--- src/rtl/alu_if.sv ---
// alu_if: operand/result bundle between the execute stage and the ALU.
// Optional macro ALU_FLAGS_EN adds the Overflow and Negative flags.
//
// Handshake: there is none. The master drives A, B and ALU_Code every
// cycle; the slave captures them on every rising clock edge and presents
// the registered result one cycle later. There is no valid, ready or stall.
interface alu_if;
  logic [15:0] A;
  logic [15:0] B;
  logic [2:0]  ALU_Code;
  logic [15:0] ALU_Out;
  logic        Carry;
  logic        isZero;
`ifdef ALU_FLAGS_EN
  logic        Overflow;
  logic        Negative;

  modport master (
    output A, B, ALU_Code,
    input  ALU_Out, Carry, isZero, Overflow, Negative
  );

  modport slave (
    input  A, B, ALU_Code,
    output ALU_Out, Carry, isZero, Overflow, Negative
  );
`else
  modport master (
    output A, B, ALU_Code,
    input  ALU_Out, Carry, isZero
  );

  modport slave (
    input  A, B, ALU_Code,
    output ALU_Out, Carry, isZero
  );
`endif
endinterface

--- src/rtl/alu.sv ---
// alu: 16-bit registered arithmetic/logic unit.
// Combinational result from A, B, ALU_Code followed by one output register.
// Optional macro ALU_FLAGS_EN adds registered Overflow and Negative flags.
module alu (
  input  logic  clk,
  input  logic  rst_n,
  alu_if.slave  bus
);

  localparam logic [2:0] OP_ADD = 3'b000;
  localparam logic [2:0] OP_SUB = 3'b001;
  localparam logic [2:0] OP_AND = 3'b010;
  localparam logic [2:0] OP_OR  = 3'b011;
  localparam logic [2:0] OP_XOR = 3'b100;
  localparam logic [2:0] OP_NOT = 3'b101;
  localparam logic [2:0] OP_SLL = 3'b110;
  localparam logic [2:0] OP_SRL = 3'b111;

  logic [15:0] res;
  logic        carry;
  logic [16:0] wide;
  logic [3:0]  amt;

  assign amt = bus.B[3:0];

  // Result and carry: the 17-bit "wide" value holds the extra bit that
  // becomes the carry, borrow or last shifted-out bit.
  always_comb begin
    wide  = 17'h0;
    res   = 16'h0;
    carry = 1'b0;
    case (bus.ALU_Code)
      OP_ADD: begin
        wide  = {1'b0, bus.A} + {1'b0, bus.B};
        res   = wide[15:0];
        carry = wide[16];
      end
      OP_SUB: begin
        // Bit 16 of the 17-bit difference is set exactly when A < B.
        wide  = {1'b0, bus.A} - {1'b0, bus.B};
        res   = wide[15:0];
        carry = wide[16];
      end
      OP_AND: res = bus.A & bus.B;
      OP_OR:  res = bus.A | bus.B;
      OP_XOR: res = bus.A ^ bus.B;
      OP_NOT: res = ~bus.A;
      OP_SLL: begin
        // Bit 16 catches A[16-amt]; stays 0 for a zero shift.
        wide  = {1'b0, bus.A} << amt;
        res   = wide[15:0];
        carry = wide[16];
      end
      OP_SRL: begin
        // Bit 0 catches A[amt-1]; stays 0 for a zero shift.
        wide  = {bus.A, 1'b0} >> amt;
        res   = wide[16:1];
        carry = wide[0];
      end
      default: begin
        wide  = 17'h0;
        res   = 16'h0;
        carry = 1'b0;
      end
    endcase
  end

`ifdef ALU_FLAGS_EN
  logic ovf;

  // Signed overflow: only ADD and SUB can overflow.
  always_comb begin
    ovf = 1'b0;
    case (bus.ALU_Code)
      OP_ADD:  ovf = (bus.A[15] == bus.B[15]) && (res[15] != bus.A[15]);
      OP_SUB:  ovf = (bus.A[15] != bus.B[15]) && (res[15] != bus.A[15]);
      default: ovf = 1'b0;
    endcase
  end

  // Extra flag registers, cleared to 0 by reset.
  always_ff @(posedge clk or negedge rst_n) begin
    if (!rst_n) begin
      bus.Overflow <= 1'b0;
      bus.Negative <= 1'b0;
    end else begin
      bus.Overflow <= ovf;
      bus.Negative <= res[15];
    end
  end
`endif

  // Output register; reset shows a zero result, so isZero resets to 1.
  always_ff @(posedge clk or negedge rst_n) begin
    if (!rst_n) begin
      bus.ALU_Out <= 16'h0000;
      bus.Carry   <= 1'b0;
      bus.isZero  <= 1'b1;
    end else begin
      bus.ALU_Out <= res;
      bus.Carry   <= carry;
      bus.isZero  <= (res == 16'h0000);
    end
  end

endmodule

--- src/flat_wrapper.sv ---
// flat-port wrapper written by rule: the top's interface ports become plain ports
module alu_flat 
  (clk, rst_n, bus_A, bus_B, bus_ALU_Code, bus_ALU_Out, bus_Carry, bus_isZero);
  alu_if bus_i ();
  input  logic clk;
  input  logic rst_n;
  input wire logic [$bits(bus_i.A)-1:0] bus_A;
  input wire logic [$bits(bus_i.B)-1:0] bus_B;
  input wire logic [$bits(bus_i.ALU_Code)-1:0] bus_ALU_Code;
  output wire logic [$bits(bus_i.ALU_Out)-1:0] bus_ALU_Out;
  output wire logic [$bits(bus_i.Carry)-1:0] bus_Carry;
  output wire logic [$bits(bus_i.isZero)-1:0] bus_isZero;
  assign bus_i.A = bus_A;
  assign bus_i.B = bus_B;
  assign bus_i.ALU_Code = bus_ALU_Code;
  assign bus_ALU_Out = bus_i.ALU_Out;
  assign bus_Carry = bus_i.Carry;
  assign bus_isZero = bus_i.isZero;
  alu u_core (.clk(clk), .rst_n(rst_n), .bus(bus_i));
endmodule
--- config.mk ---
export PLATFORM = sky130hd
export DESIGN_NAME = alu_flat
export DESIGN_NICKNAME = d
export VERILOG_FILES = /design/src/rtl/alu_if.sv /design/src/rtl/alu.sv /design/src/flat_wrapper.sv
export SDC_FILE = /design/constraint.sdc
export NUM_CORES = 1
export LEC_CHECK = 0
export ABC_CLOCK_PERIOD_IN_PS = 800
export CORE_UTILIZATION = 25
export CTS_CLUSTER_SIZE = 10
export DETAILED_ROUTE_END_ITERATION = 6
export HOLD_SLACK_MARGIN = 0.06
export PLACE_DENSITY = 0.43
export SETUP_SLACK_MARGIN = 0.1
export SYNTH_ARGS = -nofsm -noshare
export SYNTH_HDL_FRONTEND = slang
export SYNTH_SLANG_ARGS = --single-unit
--- constraint.sdc ---
create_clock -name clk -period 0.8 [get_ports clk]
set_clock_uncertainty 0.05 [all_clocks]
set_input_delay 0.16 -clock clk [delete_from_list [all_inputs] [get_ports clk]]
set_output_delay 0.16 -clock clk [all_outputs]
set_load 0.02 [all_outputs]
==> flow_metrics.env <==
export IMPL_max_cap_violations=0
export IMPL_worstSetupEndpointType="register"
export IMPL_rows=49
export IMPL_dp_hpwl_um=18600
export IMPL_yosys_area_top_type="ha_1"
export IMPL_crit_path_frequent_cell="buf_12"
export IMPL_num_vias=6252
export IMPL_grt_overflow=0
export IMPL_crit_fanout=6
export IMPL_htree_num_levels=1
export IMPL_slew_violations=0
export IMPL_fin_tns_setup_ps=-26490
export IMPL_peakVddDrop_mv=0.589
export IMPL_ys_flop_type="dfrtp_1"
export IMPL_place_inst=1097
export IMPL_syn_nets=704
export IMPL_nets=1034
export IMPL_die_width_um=140
export IMPL_min_period_ps=2520
export IMPL_cp_num_buf_inv=2
export IMPL_status="finished, violations left"
export IMPL_synth_compound_area_frac=0.298
export IMPL_synth_warnings=0
export IMPL_cts_buffers=3
export IMPL_cts_max_path_buffers=2
export IMPL_synth_area_top_cells="ha_1 14%, dfrtp_1 9.0%, mux4_2 8.6%"
export IMPL_synth_area_per_cell_um2=7.71
export IMPL_fin_ws_ps=-1720
export IMPL_path_cells="buf_12 > buf_12 > mux4_2 > a22oi_2 > nor2_1 > a311o_1 > a221o_1 > nor3_2 > nand4b_1 > nor4_2 > and3_1"
export IMPL_slowest_stage="mux4_2"
export IMPL_async_flop_share=1.00
export IMPL_synth_mux_area_frac=0.173
export IMPL_drt_iter0_markers=413
export IMPL_vias_per_cell=5.34
export IMPL_fmax_mhz=398
export IMPL_synth_top_family_by_area="compound AO/OA/AOI/OAI gates"
export IMPL_synth_fa_ha_area_frac=0.146
export IMPL_cts_hold_buf=0
export IMPL_hold_violations=0
export IMPL_root_buffer="clkbuf_16"
export IMPL_crit_type="in -> reg"
export IMPL_first_global_vias=6244
export IMPL_final_cells=1171
export IMPL_yosysSeqAreaShare=0.0955
export IMPL_track_usage=0.238
export IMPL_hold_slack_ps=200
export IMPL_slew_limit_headroom=0.695
export IMPL_syn_to_final_growth_pct=92.4
export IMPL_synth_edf_count=0
export IMPL_postSynthCellCount=613
export IMPL_ys_seq_elements=18
export IMPL_leakage_nw=4.07
export IMPL_dieHeight_um=140
export IMPL_port_buffers=54
export IMPL_grt_max_degree=19
export IMPL_synth_cell_type_count=79
export IMPL_powerDensity_nw_per_um2=986
export IMPL_dieArea_um2=19500
export IMPL_diodes=0
export IMPL_drc_errors=0
export IMPL_setup_violations=36
export IMPL_core_um2=18300
export IMPL_syn_area_um2=4730
export IMPL_fin_crit_sh=3.14
export IMPL_wire_per_inst_um=20.1
export IMPL_ios=55
export IMPL_cts_tree="built"
export IMPL_cp_arrival_ps=2650
export IMPL_antenna_found_initial=0
export IMPL_first_pass_iters=5
export IMPL_worstHoldPathType="in -> async"
export IMPL_synth_xor_area_frac=0.00556
export IMPL_rsz0062_at_grt="yes"
export IMPL_start_util=0.259
export IMPL_drt_wl_total_um=23500
export IMPL_path_clk_slew_ps=50
export IMPL_grt_pass1_wl_um=35800
export IMPL_tightestPinTransition_ps=452
export IMPL_globalplace_congestion=0.923
export IMPL_drive_above_1_share=0.599
export IMPL_drt_antenna_violating_nets=0
export IMPL_synth_top_area_frac=0.138
export IMPL_cp_start_kind="primary input"
export IMPL_cp_required_ps=940
export IMPL_final_core_util=0.498
export IMPL_crit_family="compound AO/OA/AOI/OAI gates"
export IMPL_synth_simple_area_share=0.191
export IMPL_violations="negative setup slack"
export IMPL_cts_sinks=18
export IMPL_max_stage_delay_ps=600
## layout make-up
class | instances | area [um2]
clock buffer | 4 | 88.8
inverter | 52 | 221
timing repair buffer | 373 | 3230
fill | 1729 | 9180
sequential | 18 | 452
tap | 229 | 287
multi-input combinational | 495 | 4810
## cell families after synthesis
group | Yosys count
mux | 58
xor+xnor | 3
fa+ha+maj | 54
flops | 18
buf+inv | 100
compound gates | 204
simple gates | 176
## placed cells by master, fill, tap and decap left out, drive strengths merged, types with 5 or more instances in the layout
master  instances
buf           359
and3            5
a221oi         11
a211o           5
o211ai         11
o21ai          39
mux2            8
nor3b           5
nand3          12
nand3b          5
mux2i          32
nor2           45
o221ai          6
a21oi          42
a31oi           5
mux4           18
o21a            7
nand2          40
clkbuf          9
a211oi          7
nor3           19
nand2b          5
dfrtp          17
o22ai          14
nor2b          13
ha             52
a21o            7
inv            51
## repair_timing
action / 4_1_cts / 5_1_grt
pin swaps: 84 / 54
cloned: 3 / 0
setup endpoints to repair: 36 / 36
setup buffers: 53 / 24
gates resized for setup: 382 / 83
## path summary, 6_finish.rpt
kind,start,to,slack [ps],cells after the start
max in group asynchronous,rst_n,u_core.bus.isZero,290,2
worst min-delay path,rst_n,u_core.bus.ALU_Out[1],200,2
min in group clk,bus_ALU_Code[2],u_core.bus.Carry,430,4
worst max-delay path,bus_B[0],u_core.bus.isZero,-1720,11
## Yosys cell counts, types with 4 or more instances
library cell and instances:
a211o_1 5, a211oi_1 7, a21o_1 7, a21oi_1 42, a221o_1 4, a221oi_1 11, a22oi_1 4, a31oi_1 5
and3_1 5, buf_1 5, buf_2 16, buf_6 4, clkbuf_1 23, dfrtp_1 17, ha_1 52, inv_1 51
mux2_2 6, mux2i_1 32, mux4_2 18, nand2_1 40, nand2b_1 5, nand3_1 12, nand3b_1 5, nand4_1 4
nor2_1 45, nor2b_1 13, nor3_1 18, nor3b_1 4, o211ai_1 11, o21a_1 7, o21ai_0 35, o21ai_1 4
o221ai_1 6, o22ai_1 14, o31ai_1 4, or3_1 4
## per-stage QoR
step / instance area, um2 / total power [mW] / setup slack, ps
5_1_grt: 9090 / 9.48 / -1840
3_3_place_gp: 7400 / 6.42 / -2560
2_1_floorplan: 5000 / 3.74 / -1870
3_5_place_dp: 7400 / 6.44 / -2530
6_report: 9090 / 8.97 / -1720
4_1_cts: 8730 / 8.60 / -1760
## layer usage
metal	GRT usage	vias up	wire length, um
met5	0	-	0
met4	0.0760	0	788
met3	0.00826	42	848
met2	0.397	185	11000
met1	0.331	3053	10900
li1	-	2972	-
## registers in the layout, summed over array words and instances (netlist names)
register,cells
u_core.bus.ALU_Out,16
u_core.bus.Carry,1
u_core.bus.isZero,1
## where the power goes
group / switching, mW / total (mW) / internal, mW / leakage, nW
logic: 3.23 / 6.75 / 3.52 / 3.82
clock network: 0.316 / 1.08 / 0.760 / 0.0442
registers: 0.0751 / 1.15 / 1.07 / 0.212
No activity file was read; power rests on OpenSTA's default activity.
